--- src/rtl/wv_row_streamer_pkg.sv ---
// Shared types and constants for the Wv weight-memory read streamer.
// A weight row is 128 int8 values packed as 16 x 64-bit words. Byte 7 of
// each word holds the lowest column index.
package wv_row_streamer_pkg;

  localparam int WV_WIDTH         = 64;
  localparam int WV_WORDS_PER_ROW = 16;
  localparam int WV_MAX_ROWS      = 128;
  localparam int WV_FIFO_DEPTH    = 4;

  // Counter widths derived from the row geometry.
  localparam int WV_WORD_IDX_W = $clog2(WV_WORDS_PER_ROW);
  localparam int WV_ROW_IDX_W  = $clog2(WV_MAX_ROWS);
  localparam int WV_NUM_ROWS_W = $clog2(WV_MAX_ROWS + 1);

  // One buffered output beat: weight word plus its position tags.
  typedef struct packed {
    logic [WV_WIDTH-1:0]     data;
    logic                    row_last;
    logic                    last;
    logic [WV_ROW_IDX_W-1:0] row_idx;
  } wv_beat_t;

  typedef enum logic [1:0] {
    WV_IDLE  = 2'd0,
    WV_FETCH = 2'd1,
    WV_DRAIN = 2'd2
  } wv_fetch_state_e;

  // Word address of (row, word) relative to the job base. Plain 32-bit
  // unsigned arithmetic; wrap-around is intentionally not detected.
  function automatic logic [31:0] wv_word_addr(
    input logic [31:0]              base,
    input logic [WV_ROW_IDX_W-1:0]  row,
    input logic [WV_WORD_IDX_W-1:0] word
  );
    return base + (32'(row) * 32'(WV_WORDS_PER_ROW)) + 32'(word);
  endfunction

endpackage

--- src/rtl/wv_row_streamer_if.sv ---
// Bus bundle of the streamer: the read-only port towards the Wv memory and
// the valid/ready weight stream towards the V-projection MAC array.
// master = streamer side, slave = memory/consumer side.
interface wv_row_streamer_if;
  import wv_row_streamer_pkg::*;

  logic                    mem_write_en;
  logic [31:0]             mem_addr;
  logic [WV_WIDTH-1:0]     mem_data_out;

  logic                    w_valid;
  logic                    w_ready;
  logic [WV_WIDTH-1:0]     w_data;
  logic                    w_row_last;
  logic                    w_last;
  logic [WV_ROW_IDX_W-1:0] w_row_idx;

  modport master (
    output mem_write_en, mem_addr,
    input  mem_data_out,
    output w_valid, w_data, w_row_last, w_last, w_row_idx,
    input  w_ready
  );

  modport slave (
    input  mem_write_en, mem_addr,
    output mem_data_out,
    input  w_valid, w_data, w_row_last, w_last, w_row_idx,
    output w_ready
  );

endinterface

--- src/rtl/wv_row_streamer_beat_fifo.sv ---
// Synchronous show-ahead FIFO of tagged weight beats. The head entry is
// visible on o_head whenever o_empty is low, so the consumer sees data
// without a read request. Push and pop in the same cycle are allowed.
// Storage is reset so the stream outputs read zero after reset.
module wv_beat_fifo
  import wv_row_streamer_pkg::*;
#(
  parameter int DEPTH = WV_FIFO_DEPTH
)
(
  input  logic                       clk,
  input  logic                       rst_n,
  input  logic                       i_push,
  input  wv_beat_t                   i_beat,
  input  logic                       i_pop,
  output wv_beat_t                   o_head,
  output logic                       o_empty,
  output logic [$clog2(DEPTH):0]     o_count
);

  localparam int PTR_W = (DEPTH > 1) ? $clog2(DEPTH) : 1;
  localparam int CNT_W = $clog2(DEPTH) + 1;

  wv_beat_t         r_mem [DEPTH];
  logic [PTR_W-1:0] r_wr_ptr;
  logic [PTR_W-1:0] r_rd_ptr;
  logic [CNT_W-1:0] r_count;

  logic w_full;
  logic w_push;
  logic w_pop;

  assign w_full  = (r_count == CNT_W'(DEPTH));
  assign o_empty = (r_count == '0);
  assign w_pop   = i_pop & ~o_empty;
  assign w_push  = i_push & (~w_full | w_pop);

  // Storage write; a push into a full FIFO is only taken alongside a pop.
  always_ff @(posedge clk or negedge rst_n) begin
    if (!rst_n) begin
      for (int i = 0; i < DEPTH; i++) begin
        r_mem[i] <= '0;
      end
    end else if (w_push) begin
      r_mem[r_wr_ptr] <= i_beat;
    end
  end

  // Pointer and occupancy bookkeeping; pointers wrap since DEPTH is a power of 2.
  always_ff @(posedge clk or negedge rst_n) begin
    if (!rst_n) begin
      r_wr_ptr <= '0;
      r_rd_ptr <= '0;
      r_count  <= '0;
    end else begin
      if (w_push) begin
        r_wr_ptr <= r_wr_ptr + PTR_W'(1);
      end
      if (w_pop) begin
        r_rd_ptr <= r_rd_ptr + PTR_W'(1);
      end
      case ({w_push, w_pop})
        2'b10:   r_count <= r_count + CNT_W'(1);
        2'b01:   r_count <= r_count - CNT_W'(1);
        default: r_count <= r_count;
      endcase
    end
  end

  assign o_head  = r_mem[r_rd_ptr];
  assign o_count = r_count;

endmodule

--- src/rtl/wv_row_streamer.sv ---
// Read side of the Wv weight memory. A start pulse launches a job of
// num_rows rows; every word is read from the memory (fixed 1-cycle read
// latency, no stall) and streamed out as valid/ready beats through a small
// show-ahead FIFO. Reads are only issued when the FIFO is guaranteed to
// have room for the returning word, since the memory cannot be stalled.
module wv_row_streamer
  import wv_row_streamer_pkg::*;
#(
  parameter int FIFO_DEPTH = WV_FIFO_DEPTH
)
(
  input  logic                     clk,
  input  logic                     rst_n,
  input  logic                     i_start,
  input  logic [31:0]              i_base_addr,
  input  logic [WV_NUM_ROWS_W-1:0] i_num_rows,
  output logic                     o_busy,
  output logic                     o_done,
  wv_row_streamer_if.master        bus
);

  localparam int CNT_W = $clog2(FIFO_DEPTH) + 1;
  localparam int SUM_W = CNT_W + 1;

  wv_fetch_state_e r_state;
  wv_fetch_state_e w_next_state;

  logic [31:0]              r_base_addr;
  logic [WV_NUM_ROWS_W-1:0] r_num_rows;
  logic [WV_ROW_IDX_W-1:0]  r_row_cnt;
  logic [WV_WORD_IDX_W-1:0] r_word_cnt;
  logic [31:0]              r_mem_addr;
  logic                     r_rd_inflight;
  logic                     r_tag_row_last;
  logic                     r_tag_last;
  logic [WV_ROW_IDX_W-1:0]  r_tag_row_idx;
  logic                     r_done;

  logic                     w_start_job;
  logic                     w_start_empty;
  logic                     w_issue;
  logic                     w_word_last;
  logic                     w_job_last;
  logic                     w_pop;
  logic                     w_last_pop;
  logic                     w_fifo_empty;
  logic [CNT_W-1:0]         w_fifo_count;
  wv_beat_t                 w_push_beat;
  wv_beat_t                 w_head;

  // A start is only honoured in IDLE; a zero-row job just pulses done.
  assign w_start_job   = (r_state == WV_IDLE) && i_start && (i_num_rows != '0);
  assign w_start_empty = (r_state == WV_IDLE) && i_start && (i_num_rows == '0);

  // Count the outstanding read as occupied so its data always has a slot.
  assign w_issue = (r_state == WV_FETCH) &&
                   ((SUM_W'(w_fifo_count) + SUM_W'(r_rd_inflight)) < SUM_W'(FIFO_DEPTH));

  assign w_word_last = (r_word_cnt == WV_WORD_IDX_W'(WV_WORDS_PER_ROW - 1));
  assign w_job_last  = w_word_last &&
                       (WV_NUM_ROWS_W'(r_row_cnt) == (r_num_rows - WV_NUM_ROWS_W'(1)));

  assign w_pop      = ~w_fifo_empty & bus.w_ready;
  assign w_last_pop = w_pop & w_head.last;

  // State register.
  always_ff @(posedge clk or negedge rst_n) begin
    if (!rst_n) begin
      r_state <= WV_IDLE;
    end else begin
      r_state <= w_next_state;
    end
  end

  // Next-state: FETCH until the last word is issued, DRAIN until it is handed off.
  always_comb begin
    w_next_state = r_state;
    case (r_state)
      WV_IDLE: begin
        if (w_start_job) begin
          w_next_state = WV_FETCH;
        end
      end
      WV_FETCH: begin
        if (w_issue && w_job_last) begin
          w_next_state = WV_DRAIN;
        end
      end
      WV_DRAIN: begin
        if (w_last_pop) begin
          w_next_state = WV_IDLE;
        end
      end
      default: w_next_state = WV_IDLE;
    endcase
  end

  // Latch the job parameters on an accepted start.
  always_ff @(posedge clk or negedge rst_n) begin
    if (!rst_n) begin
      r_base_addr <= '0;
      r_num_rows  <= '0;
    end else if (w_start_job) begin
      r_base_addr <= i_base_addr;
      r_num_rows  <= i_num_rows;
    end
  end

  // Read issue: address, row/word counters and the tags travelling with the read.
  always_ff @(posedge clk or negedge rst_n) begin
    if (!rst_n) begin
      r_row_cnt      <= '0;
      r_word_cnt     <= '0;
      r_mem_addr     <= '0;
      r_rd_inflight  <= 1'b0;
      r_tag_row_last <= 1'b0;
      r_tag_last     <= 1'b0;
      r_tag_row_idx  <= '0;
    end else begin
      r_rd_inflight <= w_issue;
      if (w_start_job) begin
        r_row_cnt  <= '0;
        r_word_cnt <= '0;
      end else if (w_issue) begin
        r_mem_addr     <= wv_word_addr(r_base_addr, r_row_cnt, r_word_cnt);
        r_tag_row_last <= w_word_last;
        r_tag_last     <= w_job_last;
        r_tag_row_idx  <= r_row_cnt;
        if (w_word_last) begin
          r_word_cnt <= '0;
          r_row_cnt  <= r_row_cnt + WV_ROW_IDX_W'(1);
        end else begin
          r_word_cnt <= r_word_cnt + WV_WORD_IDX_W'(1);
        end
      end
    end
  end

  // Done pulses once, the cycle after an empty job or the final handoff.
  always_ff @(posedge clk or negedge rst_n) begin
    if (!rst_n) begin
      r_done <= 1'b0;
    end else begin
      r_done <= w_start_empty | ((r_state == WV_DRAIN) & w_last_pop);
    end
  end

  // Join returning memory data with the tags issued one cycle earlier.
  always_comb begin
    w_push_beat          = '0;
    w_push_beat.data     = bus.mem_data_out;
    w_push_beat.row_last = r_tag_row_last;
    w_push_beat.last     = r_tag_last;
    w_push_beat.row_idx  = r_tag_row_idx;
  end

  wv_beat_fifo #(
    .DEPTH (FIFO_DEPTH)
  ) u_fifo (
    .clk     (clk),
    .rst_n   (rst_n),
    .i_push  (r_rd_inflight),
    .i_beat  (w_push_beat),
    .i_pop   (w_pop),
    .o_head  (w_head),
    .o_empty (w_fifo_empty),
    .o_count (w_fifo_count)
  );

  assign bus.mem_write_en = 1'b0;
  assign bus.mem_addr     = r_mem_addr;
  assign bus.w_valid      = ~w_fifo_empty;
  assign bus.w_data       = w_head.data;
  assign bus.w_row_last   = w_head.row_last;
  assign bus.w_last       = w_head.last;
  assign bus.w_row_idx    = w_head.row_idx;

  assign o_busy = (r_state != WV_IDLE);
  assign o_done = r_done;

endmodule
--- src/flat_wrapper.sv ---
// flat-port wrapper written by rule: the top's interface ports become plain ports
module wv_row_streamer_flat import wv_row_streamer_pkg::*;
#(
  parameter int FIFO_DEPTH = WV_FIFO_DEPTH
)
  (clk, rst_n, i_start, i_base_addr, i_num_rows, o_busy, o_done, bus_mem_write_en, bus_mem_addr, bus_mem_data_out, bus_w_valid, bus_w_data, bus_w_row_last, bus_w_last, bus_w_row_idx, bus_w_ready);
  wv_row_streamer_if bus_i ();
  input  logic clk;
  input  logic rst_n;
  input  logic i_start;
  input  logic [31:0] i_base_addr;
  input  logic [WV_NUM_ROWS_W-1:0] i_num_rows;
  output logic o_busy;
  output logic o_done;
  output wire logic [$bits(bus_i.mem_write_en)-1:0] bus_mem_write_en;
  output wire logic [$bits(bus_i.mem_addr)-1:0] bus_mem_addr;
  input wire logic [$bits(bus_i.mem_data_out)-1:0] bus_mem_data_out;
  output wire logic [$bits(bus_i.w_valid)-1:0] bus_w_valid;
  output wire logic [$bits(bus_i.w_data)-1:0] bus_w_data;
  output wire logic [$bits(bus_i.w_row_last)-1:0] bus_w_row_last;
  output wire logic [$bits(bus_i.w_last)-1:0] bus_w_last;
  output wire logic [$bits(bus_i.w_row_idx)-1:0] bus_w_row_idx;
  input wire logic [$bits(bus_i.w_ready)-1:0] bus_w_ready;
  assign bus_mem_write_en = bus_i.mem_write_en;
  assign bus_mem_addr = bus_i.mem_addr;
  assign bus_i.mem_data_out = bus_mem_data_out;
  assign bus_w_valid = bus_i.w_valid;
  assign bus_w_data = bus_i.w_data;
  assign bus_w_row_last = bus_i.w_row_last;
  assign bus_w_last = bus_i.w_last;
  assign bus_w_row_idx = bus_i.w_row_idx;
  assign bus_i.w_ready = bus_w_ready;
  wv_row_streamer #(.FIFO_DEPTH(FIFO_DEPTH)) u_core (.clk(clk), .rst_n(rst_n), .i_start(i_start), .i_base_addr(i_base_addr), .i_num_rows(i_num_rows), .o_busy(o_busy), .o_done(o_done), .bus(bus_i));
endmodule
--- config.mk ---
export PLATFORM = sky130hd
export DESIGN_NAME = wv_row_streamer_flat
export DESIGN_NICKNAME = d
export VERILOG_FILES = /design/src/rtl/wv_row_streamer_pkg.sv /design/src/rtl/wv_row_streamer_if.sv /design/src/rtl/wv_row_streamer_beat_fifo.sv /design/src/rtl/wv_row_streamer.sv /design/src/flat_wrapper.sv
export SDC_FILE = /design/constraint.sdc
export NUM_CORES = 1
export LEC_CHECK = 0
export CAP_MARGIN = 20
export CORE_UTILIZATION = 64
export CTS_CLUSTER_SIZE = 20
export DETAILED_ROUTE_END_ITERATION = 12
export DONT_BUFFER_PORTS = 1
export PLACE_DENSITY = 0.8
export SYNTH_ARGS = -nofsm -noshare
export SYNTH_HDL_FRONTEND = slang
export SYNTH_SLANG_ARGS = --single-unit
--- constraint.sdc ---
create_clock -name clk -period 2.9 [get_ports clk]
set_input_delay 0.145 -clock clk [delete_from_list [all_inputs] [get_ports clk]]
set_output_delay 0.145 -clock clk [all_outputs]
set_load 0.01 [all_outputs]
## Yosys cells after proc, flatten, opt, wreduce, memory -nomap -nowiden

Cells that the tools add are included.

| storage, ports and cells | value |
|---|---|
| flip-flop bits (word level) | 395 |
| input port bits | 108 |
| output and inout port bits | 109 |
| word-level logic and storage cells | 101 |

| cells by class | value |
|---|---|
| $add $sub $neg | 10 |
| magnitude comparators | 4 |
| eq/ne operators | 10 |
| mux-type cells | 17 |
| bitwise logic cells | 12 |
| reduce and logical (&&, ||, !) cells | 18 |

Operator list:

| cell | number |
|---|---|
| $bwmux W292 | 1 |
| $mux W73 | 3 |
| $bmux W73 S2 | 1 |
| $demux W73 S2 | 1 |
| $add A32 B11 Y32 | 1 |
| $add A32 B4 Y32 | 1 |
| $mux W7 | 3 |
| $mux W4 | 3 |
| $eq A7 B8 Y1 | 1 |
| $logic_not A8 Y1 | 1 |
| $reduce_bool A2 Y1 | 4 |
| $reduce_bool A8 Y1 | 1 |
| $sub A8 B1 Y8 const B | 1 |
| $add A7 B1 Y7 const B | 1 |
| $logic_and A1 B1 Y1 | 7 |
| $ge A3 B3 Y1 const B | 2 |
| $mux W2 | 3 |
| $not A2 Y3 | 2 |
| $pmux W2 S3 | 1 |
| $pmux W3 S2 | 1 |
| $and A1 B1 Y1 | 5 |
| $add A2 B1 Y2 const B | 2 |
| $add A3 B1 Y4 | 1 |
| $add A4 B1 Y4 const B | 1 |
| other kinds (16) | 23 |

## Depth between registers and ports, before layout

Gate-level depths: netlist (run 1).

| depth | value |
|---|---|
| depth in word-level cells | 8 |
| mapped depth | 10 |

## Modules after synthesis

A second synthesis (run 1) with hierarchy kept.

| unflattened totals | value |
|---|---|
| cells, all modules | 1238 |
| area total of the unflattened synthesis | 18096.1 um^2 |

By module, submodules not included:

| module | instances | cells each | area an instance (um^2) |
|---|---|---|---|
| wv_beat_fifo | 1 | 741 | 13115.1 |
| wv_row_streamer | 1 | 497 | 4981.0 |

## Least setup slack after synthesis (run 1)

Ideal clock, no wire load.

| timing | value |
|---|---|
| path type | reg-to-reg |
| from | register u_core.r_word_cnt[0] |
| to | register u_core.r_mem_addr[22], in the netlist u_core.bus.mem_addr[22] |
| setup time | 0.125 ns |
| data arrival time | 2.250 ns |
| data required time | 2.775 ns |
| slack | 0.526 ns |
| cell stages (with the launch flop) | 11 |
| path buffers | 1 |
| clock period less this slack | 2.374 ns |
| cell sequence | dfrtp_1 > ha_1 > inv_1 > fa_1 > nor2b_1 > o2111ai_1 > a21oi_1 > clkbuf_1 > o211ai_1 > xnor2_1 > mux2_2 |

| between the ends | value |
|---|---|
| word-level cells in the longest chain between the ends | 1 |

RTL lines:

| item | line | text |
|---|---|---|
| from (decl) | wv_row_streamer.sv:31 | `logic [WV_WORD_IDX_W-1:0] r_word_cnt;` |
| from (signal assigned) | wv_row_streamer.sv:133 | `r_word_cnt <= r_word_cnt + WV_WORD_IDX_W'(1);` |
| $add A32 B4 Y32 | wv_row_streamer_pkg.sv:37 | `return base + (32'(row) * 32'(WV_WORDS_PER_ROW)) + 32'(word);` |
| to (signal assigned) | wv_row_streamer.sv:125 | `r_mem_addr <= wv_word_addr(r_base_addr, r_row_cnt, r_word_cnt);` |
| to (decl) | wv_row_streamer.sv:32 | `logic [31:0] r_mem_addr;` |

Every way passes these cells.
A chain may end at the register's enable or synchronous reset.

## Worst setup path after layout (run 1)

| timing | value |
|---|---|
| from | register u_core.r_word_cnt[0] |
| to | register u_core.r_mem_addr[26], in the netlist u_core.bus.mem_addr[26] |

The elaborated chain is that of the path after synthesis.

==> flow_summary.toml, run 1 <==
[clock_network]
clk_latency_ps = 520
ctsResizeCount = 0
path_clk_slew_ps = 60
ctsHoldBuffers = 109
root_buffer = "clkbuf_16"
clockBufferDepth = 3
cts_tree = "done"
htree_levels = 2
cts_made_buffers = 41
cts.sinks = 395

[routing]
firstDrtPassIters = 5
detail_route.wl_per_cell_microns = 21.5
detail_route.wirelength_microns = 36200
vias = 10300
drc = 0
viasPerCell = 6.15
final_antenna_net_count = 0
drtIter0Drc = 699

[critical_path]
startpoint_type = "flip-flop"
r2r_slack_ps = 410
critical_path.max_fanout = 8
worstReg2RegEnd = "u_core.bus.mem_addr[26]"
required_ps = 3350
reg2regPathDepth = 10
rr_startpoint = "u_core.r_word_cnt[0]"
startpoint = "u_core.r_word_cnt[0]"
end_kind = "flip-flop"
critPathKind = "reg -> reg"
cp.arrival_ps = 2940
crit_end = "u_core.bus.mem_addr[26]"

[layout]
utilization_pct = 76.2
multi_input_area_sq_um = 7440
final_cells = 1681
syn2layout_area_growth_pct = 16.6
n_fill_cell = 1573
seq_area_sq_um = 9890
layout_commonest_cell = "dfrtp_1"
finalInstanceArea_sq_um = 20600
layout_common_cells = "393 x dfrtp_1, 328 x mux2_2, 109 x dlygate4sd3_1, 80 x nand2_1, 73 x mux4_2"
nets = 1443
drive_gt1_share_pct = 37.3

[global_route]
grt_pass1_wl_microns = 58800
top_usage_layer = "met2"
gr-usage-met3_pct = 5.29
met2_usage_pct = 45.1
grt_max_degree = 396
grt.total_usage_pct = 26.4
overflow = 0
antenna_found_initial = 1
grt_pass1_vias = 11200
grt_use_met1_pct = 34.7

[yosys]
ys_seq_area_share_pct = 56.0
avgSynthCellArea_sq_um = 14.6
async_reset_ff_share_pct = 100
syn_nets = 1337
synth_cell_types = 53
synthFlopType = "dfrtp_1"
netlist_area_sq_um = 17700
synth_cells = 1208
yosysWarnings = 0
synth-seq-cells = 395
synth-edff-count = 0

[sta]
setup_tns_ps = 0
max_freq_ghz = 0.401
rsz0062_at_grt = "no"
whs_ps = -678
slew_headroom_pct = 20.3
worstMarginPinSlew_ps = 1200
setup_viol = 0
final-hold-violation-count = 395
finalCritPeriodShare_pct = 86.0
finalMaxSlewViolations = 0
skew_ps = 14.2
fin_crit_ps = 2490

[status]
violations = "hold timing"
status = "finished, violations left"

[floorplanning]
num_rows = 60
core_area_sq_um = 27000
io_pins = 217
die_w_microns = 168
die-area_sq_um = 28300
start_util_pct = 65.3
die_y_microns = 168

[pwr]
leakage_nw = 8.89
total_power_w = 0.0238
power.density_nw_per_um2 = 1150
vdd_drop_max_v = 0.000644

[placed_design]
placed_cells = 1503
placed_area_sq_um = 18100
placement.io_buffers = 0
gp_congestion = 0.829
dp_hpwl_microns = 21800

[min_path]
hold_path.class = "in -> async"

[flow_run]
maxCapViolations = 0
-- worst min path at each step --
stage / from / endpoint / slack (ps) / cells after the start
5_1_grt: rst_n / u_core.u_fifo.r_mem[243] / -710 / 0
6_report: rst_n / u_core.u_fifo.r_mem[243] / -680 / 0
3_3_place_gp: rst_n / u_core.u_fifo.r_mem[243] / -140 / 0
4_1_cts: rst_n / u_core.u_fifo.r_mem[243] / -700 / 0
3_5_place_dp: rst_n / u_core.u_fifo.r_mem[243] / -140 / 0
2_1_floorplan: rst_n / u_core.bus.mem_addr[0] / -150 / 0
-- where the power goes --
| group | switching [W] | internal, W | leakage [nW] |
|---|---|---|---|
| Combinational | 0.00398 | 0.00478 | 3.44 |
| Clock | 0.00205 | 0.00323 | 0.675 |
| Sequential | 0.00168 | 0.00802 | 4.77 |
| Total | 0.00772 | 0.0160 | 8.89 |
-- sequential cells by signal, summed over array words and instances, names as in the netlist, 2 cells and up --
| register | flops |
|---|---|
| u_core.bus.mem_addr | 32 |
| u_core.r_base_addr | 32 |
| u_core.r_num_rows | 8 |
| u_core.r_row_cnt | 7 |
| u_core.r_state | 2 |
| u_core.r_tag_row_idx | 7 |
| u_core.r_word_cnt | 4 |
| u_core.u_fifo.o_count | 3 |
| u_core.u_fifo.r_mem | 292 |
| u_core.u_fifo.r_rd_ptr | 2 |
| u_core.u_fifo.r_wr_ptr | 2 |
-- per-layer routing --
metal / wire, microns / vias up
li1: - / 4628
met1: 15300 / 5383
met2: 18100 / 264
met3: 1980 / 70
met4: 815 / 0
met5: 0 / -
-- metrics by stage --
step	hold slack [ps]	worst slack, ps
after floorplan	-151	526
after global placement	-142	526
after detailed placement	-142	404
after CTS	-698	400
after global routing	-713	221
final	-678	407
-- cells by family (layout without fill, tap and decap cells) --
logic type	after synthesis	in the layout	synth area share [%]
buf+inv	85	216	2.08
simple gates	163	163	4.47
compound gates	96	96	3.37
other cells	1	2	0.0212
flops	395	395	56.0
xor+xnor	45	45	2.23
mux	402	402	30.3
fa+ha+maj	21	21	1.57
-- cell usage after synthesis (4+ instances only) --
library cell	instances	area, sq um
dfrtp_1	395	9880
mux2_2	328	3690
nand2_1	85	319
mux4_2	73	1640
o21ai_0	49	245
buf_2	36	180
xnor2_1	27	236
clkbuf_1	21	78.8
ha_1	19	238
inv_1	19	71.3
xor2_1	18	158
nor2_1	14	52.6
nor3_1	11	55.1
nand3_1	10	50.1
a21oi_1	9	45.0
and3_1	9	56.3
o211ai_1	9	67.6
nand4_1	8	50.1
buf_1	7	26.3
nand2b_1	6	37.5
a21o_1	4	30.0
o31ai_1	4	30.0
-- layout make-up --
| cell class | count | area share, % |
|---|---|---|
| Clock buffer | 60 | 6.07 |
| Clock inverter | 8 | 0.589 |
| Inverter | 20 | 0.365 |
| Multi-Input combinational cell | 728 | 36.1 |
| Tap cell | 341 | 2.07 |
| Sequential cell | 395 | 48.0 |
| Timing Repair Buffer | 128 | 6.72 |
| Antenna cell | 1 | 0.0122 |
-- worst max-delay path, cell delays in order, from the launching register on --
cell and delay [ps]:
dfrtp_1 410, ha_1 220, inv_1 60, fa_1 400, nor2b_1 170, o2111ai_1 140
a21oi_1 340, buf_4 230, o2111ai_1 150, xor2_1 170, o21ai_0 140
-- repair_timing --
item	4_1_cts	5_1_grt
endpoints found under the hold margin	693	395
endpoints found under the setup margin	0	0
setup buffers	0	0
Power figures use the tool's default switching activity.
==> run 2, diff against run 1 <==
--- a/config.mk
+++ b/config.mk
@@ -10,6 +10,7 @@
 export CTS_CLUSTER_SIZE = 20
 export DETAILED_ROUTE_END_ITERATION = 12
 export DONT_BUFFER_PORTS = 1
+export MAX_ROUTING_LAYER = met4
 export PLACE_DENSITY = 0.8
 export SYNTH_ARGS = -nofsm -noshare
 export SYNTH_HDL_FRONTEND = slang
==> flow_summary.toml, run 2 (synthesized netlist as in run 1, its figures left out) <==
[clock_network]
clockBufferDepth = 3
cts_tree = "done"
ctsResizeCount = 0
htree_levels = 2
cts.sinks = 395
cts_made_buffers = 41
root_buffer = "clkbuf_16"
clk_latency_ps = 520
ctsHoldBuffers = 109
path_clk_slew_ps = 60

[critical_path]
critPathKind = "reg -> reg"
end_kind = "flip-flop"
critPathMostFrequentCell = "o2111ai_1"
worstReg2RegEnd = "u_core.bus.mem_addr[24]"
cp_cell_sequence = "ha_1 -> inv_1 -> fa_1 -> nor2b_1 -> o2111ai_1 -> a21oi_1 -> buf_4 -> o2111ai_1 -> xor2_1 -> o21ai_0"
worst_path_max_delay_cell = "dfrtp_1"
r2r_slack_ps = 410
required_ps = 3280
reg2regPathDepth = 10
max_stage_delay_ps = 410
rr_startpoint = "u_core.r_word_cnt[0]"
cp.arrival_ps = 2870
critical_path.max_fanout = 8
startpoint_type = "flip-flop"

[sta]
fin_crit_ps = 2490
finalCritPeriodShare_pct = 85.9
layout_setup_ws_ps = 409
final-hold-violation-count = 395
rsz0062_at_grt = "no"
max_freq_ghz = 0.401
whs_ps = -679
setup_tns_ps = 0
slew_headroom_pct = 56.1
finalMaxSlewViolations = 0
worstMarginPinSlew_ps = 659
setup_viol = 0
skew_ps = 15.5

[flow_run]
maxCapViolations = 0

[layout]
utilization_pct = 76.2
multi_input_area_sq_um = 7440
syn2layout_area_growth_pct = 16.6
top_register = "u_core.u_fifo.r_mem"
seq_area_sq_um = 9890
n_fill_cell = 1573
layout_common_cells = "393 x dfrtp_1, 328 x mux2_2, 109 x dlygate4sd3_1, 80 x nand2_1, 73 x mux4_2"
largest_reg_flops = 292
layout_commonest_cell = "dfrtp_1"
nets = 1443
drive_gt1_share_pct = 37.3

[global_route]
grt_pass1_vias = 11200
antenna_found_initial = 1
grt_pass1_wl_microns = 58800
grt_max_degree = 396
overflow = 0
grt.total_usage_pct = 27.2

[placed_design]
dp_hpwl_microns = 21800
gp_congestion = 0.842
placement.io_buffers = 0
pre_cts_ws_ps = 404

[pwr]
pwr-share-comb_pct = 36.9
leakage_nw = 8.89
power_switching_share_pct = 32.5
total_power_w = 0.0238
power.density_nw_per_um2 = 1150
pwr-share-clk_pct = 22.3
p_seq_share_pct = 40.9
switchingPower_w = 0.00772
p_int_w = 0.0160
vdd_drop_max_v = 0.000644

[floorplanning]
io_pins = 217
die-area_sq_um = 28300
num_rows = 60
die_w_microns = 168
start_util_pct = 65.3
core_area_sq_um = 27000
die_y_microns = 168

[routing]
detail_route.wirelength_microns = 36200
drc = 0
final_antenna_net_count = 0
vias = 10300
detail_route.wl_per_cell_microns = 21.5
drtIter0Drc = 601
viasPerCell = 6.14
firstDrtPassIters = 4

[status]
status = "finished, violations left"
violations = "hold timing"

[min_path]
hold_path.class = "in -> async"
## run 2: cell counts in the layout (fill, tap and decap cells not counted)
No cell type changed its count.
## run 2: layout make-up
cell class	count	area share, %
Multi-Input combinational cell	728	36.1
Tap cell	341	2.07
Sequential cell	395	48.0
Antenna cell	1	0.0122
Timing Repair Buffer	128	6.72
Clock buffer	60	6.07
Inverter	20	0.365
Clock inverter	8	0.589
## run 2: worst max path at each step
| stage | startpoint | endpoint | cells after the start |
|---|---|---|---|
| global route | u_core.r_word_cnt[0] | u_core.bus.mem_addr[28] | 9 |
| detailed placement | u_core.r_word_cnt[0] | u_core.bus.mem_addr[28] | 9 |
| finish | u_core.r_word_cnt[0] | u_core.bus.mem_addr[24] | 10 |
| global placement | u_core.r_word_cnt[0] | u_core.bus.mem_addr[24] | 10 |
| floorplan | u_core.r_word_cnt[0] | u_core.bus.mem_addr[22] | 10 |
| CTS | u_core.r_word_cnt[0] | u_core.bus.mem_addr[26] | 10 |
## run 2: per-layer routing
layer	share of wire, %	wire (microns)	vias up	GRT usage (%)
li1	-	-	4623	-
met1	42	15400	5364	34.9
met2	50	18100	269	45.1
met3	5.3	1930	71	5.05
met4	2.2	780	0	7.31
met5	0	0	-	-
## run 2: through the flow
step / cell area [sq um] / std cells / hold slack, ps
2_1_floorplan: 17700 / 1208 / -151
3_3_place_gp: 18100 / 1503 / -142
3_5_place_dp: 18100 / 1503 / -142
4_1_cts: 20600 / 1680 / -698
5_1_grt: 20600 / 1681 / -710
6_report: 20600 / 1681 / -679
## run 2: power by group through the flow
stage | registers, W | clock network, W | logic [W]
after detailed placement | 0.00976 | 0 | 0.00860
after global routing | 0.0100 | 0.00561 | 0.00939
after global placement | 0.00960 | 0 | 0.00835
final | 0.00971 | 0.00529 | 0.00876
after CTS | 0.00969 | 0.00538 | 0.00880
after floorplan | 0.00906 | 0 | 0.00714
## run 2: critical path, delay by kind of cell, from the launching register on
| family | cells | cell delay [ps] |
|---|---|---|
| DFF | 1 | 410 |
| adders and majority gates | 2 | 620 |
| and+or+nand+nor | 1 | 170 |
| AOI/OAI and AO/OA | 4 | 700 |
| xor gates and xnor gates | 1 | 160 |
| buffers and inverters | 2 | 280 |
## run 2: repair_timing
action,4_1_cts,5_1_grt
buffers inserted,0,0
endpoints found under the setup margin,0,0
endpoints found under the hold margin,693,395
==> run 3, diff against run 2 <==
--- a/config.mk
+++ b/config.mk
@@ -14,4 +14,5 @@
 export PLACE_DENSITY = 0.8
 export SYNTH_ARGS = -nofsm -noshare
 export SYNTH_HDL_FRONTEND = slang
+export SYNTH_HIERARCHICAL = 1
 export SYNTH_SLANG_ARGS = --single-unit
==> flow_summary.toml, run 3 <==
[placed_design]
placement.io_buffers = 0
dp_hpwl_microns = 22000
placed_cells = 1570
placed_area_sq_um = 18300
gp_congestion = 0.800

[clock_network]
htree_levels = 2
path_clk_slew_ps = 60
cts_made_buffers = 41
clockBufferDepth = 3
ctsHoldBuffers = 109
clk_latency_ps = 520
cts_tree = "done"
root_buffer = "clkbuf_16"
post_cts_buffers = 0
cts.sinks = 395

[pwr]
p_seq_share_pct = 41.6
vdd_drop_max_v = 0.000896
switchingPower_w = 0.00825
power_switching_share_pct = 33.7
pwr-share-clk_pct = 20.5
p_int_w = 0.0162
pwr-share-comb_pct = 37.9
power.density_nw_per_um2 = 1180
leakage_nw = 8.61

[yosys]
async_reset_ff_share_pct = 100
netlist_area_sq_um = 18100
synth-edff-count = 0
netlist_top_cells_count = "395 x dfrtp_1, 330 x mux2_2, 89 x nand2_1"
synthFlopType = "dfrtp_1"
synth_top_area_share_pct = 54.6
synth_area_leaders = "dfrtp_1 55%, mux2_2 21%, mux4_2 9.1%, nand2_1 1.8%, clkbuf_8 1.8%"
syn_nets = 1367
synth_cell_types = 62
yosysWarnings = 6
synth_cells = 1238
synth_largest_area_cell = "dfrtp_1"
ys_seq_area_share_pct = 54.6
synth-seq-cells = 395
avgSynthCellArea_sq_um = 14.6
synth.most_common_cell = "dfrtp_1"

[critical_path]
startpoint_type = "flip-flop"
end_kind = "flip-flop"
critical_path.max_fanout = 11
critPathTopFamily = "compound AO/OA/AOI/OAI gates"
worst_path_max_delay_cell = "a2111oi_2"
critPathKind = "reg -> reg"
cp.arrival_ps = 3020
rr_startpoint = "u_core/r_word_cnt[2]"
reg2regPathDepth = 7
r2r_slack_ps = 260
worstReg2RegEnd = "u_core/bus.mem_addr[25]"
max_stage_delay_ps = 560
cp_cell_sequence = "ha_1 -> o21ai_0 -> o21ai_1 -> nand3_1 -> a2111oi_2 -> xnor2_1 -> o21ai_0"
cp_num_buf_inv = 0
required_ps = 3280
critPathMostFrequentCell = "o21ai_0"

[layout]
nets = 1473
layout_common_cells = "393 x dfrtp_1, 330 x mux2_2, 109 x dlygate4sd3_1, 89 x nand2_1, 73 x mux4_2"
final_cells = 1746
finalInstanceArea_sq_um = 20700
drive_gt1_share_pct = 36.4
syn2layout_area_growth_pct = 14.2
top_register = "u_core/u_fifo/r_mem"
utilization_pct = 74.4
largest_reg_flops = 292
n_antenna_cell = 0
layout_commonest_cell = "dfrtp_1"

[sta]
rsz0062_at_grt = "no"
whs_ps = -671
setup_tns_ps = 0
worstMarginPinSlew_ps = 887
final-hold-violation-count = 395
skew_ps = 13.7
max_freq_ghz = 0.379
finalCritPeriodShare_pct = 91.0
fin_crit_ps = 2640
setup_viol = 0
slew_headroom_pct = 40.9
finalMaxSlewViolations = 0

[floorplanning]
die_w_microns = 170
num_rows = 61
die_y_microns = 170
core_area_sq_um = 27800
start_util_pct = 65.1
die-area_sq_um = 29000
io_pins = 217

[global_route]
grt.total_usage_pct = 27.9
antenna_found_initial = 0
overflow = 0
grt_max_degree = 396
grt_pass1_vias = 11500
grt_pass1_wl_microns = 61400

[routing]
drtIter0Drc = 601
final_antenna_net_count = 0
viasPerCell = 6.04
detail_route.wirelength_microns = 37600
vias = 10500
drc = 0
detail_route.wl_per_cell_microns = 21.5
firstDrtPassIters = 4

[min_path]
hold_path.class = "in -> async"

[status]
status = "finished, violations left"
violations = "hold timing"

[flow_run]
maxCapViolations = 0
==> run 3: changes by cell type after synthesis, sizes merged, moves of 9 or more <==
cell,change
buf,-20
o21ai,-13
a21oi,+9
nor2,+19
nand3,+12
clkbuf,+20
==> run 3: how the worst max path moves through the flow <==
stage | startpoint | endpoint | cells past startpoint | slack [ps]
after floorplan | u_core/u_fifo/o_count[0] | u_core/u_fifo/o_count[2] | 10 | 260
after global placement | u_core/u_fifo/o_count[0] | u_core/u_fifo/o_count[2] | 10 | 440
after detailed placement | u_core/u_fifo/o_count[0] | u_core/u_fifo/o_count[2] | 10 | 360
after CTS | u_core/u_fifo/o_count[0] | u_core/u_fifo/o_count[2] | 10 | 340
after global routing | u_core/r_word_cnt[2] | u_core/bus.mem_addr[25] | 7 | 40
final | u_core/r_word_cnt[2] | u_core/bus.mem_addr[25] | 7 | 260
==> run 3: cells by family (layout without fill, tap and decap cells) <==
logic type      count (synthesis)  after routing  synth area share (%)
simple gates                  207            207                  5.72
compound gates                 87             87                  3.01
other cells                     1              1                0.0207
xor+xnor                       39             39                  1.89
buf+inv                        80            210                  3.30
flops                         395            395                  54.6
mux                           408            408                  29.9
fa+ha+maj                      21             21                  1.53
==> run 3: area by class of cell <==
cell class | count | area, sq um
clock inverter | 5 | 75.1
clock buffer | 62 | 1190
multi-input combinational | 763 | 7650
tap | 378 | 473
inverter | 15 | 56.3
sequential | 395 | 9890
timing repair buffer | 128 | 1330
fill | 1737 | 7110
==> run 3: worst register-to-register path: cells and delay by family (launching register included) <==
kind / cells / cell delay [ps]
fa+ha+maj: 1 / 390
flops: 1 / 420
simple gates: 1 / 480
xor+xnor: 1 / 170
compound gates: 4 / 1030
==> run 3: metrics by stage <==
step                worst slack [ps]  power (W)  hold slack, ps
finish                           261     0.0245            -671
global route                    43.7     0.0259            -703
CTS                              339     0.0246            -693
detailed placement               355     0.0193            -142
global placement                 437     0.0188            -138
floorplan                        261     0.0173            -151
==> run 3: timing repair <==
item	in CTS	in global routing
setup endpoints to repair	0	1
gates resized for setup	0	1
hold endpoints to repair	692	395
==> run 3: metal layers <==
layer,global-route usage [%],share of wire [%],wire [microns],up-vias
li1,-,-,-,4739
met1,36.3,42,15900,5480
met2,45.2,50,18900,264
met3,5.23,5.2,1950,61
met4,7.83,2.2,837,0
met5,-,0,0,-
==> run 3: power groups by stage <==
| stage | clock network (W) | registers [W] | logic, W |
|---|---|---|---|
| 2_1_floorplan | 0 | 0.00944 | 0.00785 |
| 3_3_place_gp | 0 | 0.0100 | 0.00881 |
| 3_5_place_dp | 0 | 0.0102 | 0.00911 |
| 4_1_cts | 0.00511 | 0.0101 | 0.00931 |
| 5_1_grt | 0.00537 | 0.0105 | 0.00998 |
| 6_report | 0.00503 | 0.0102 | 0.00927 |
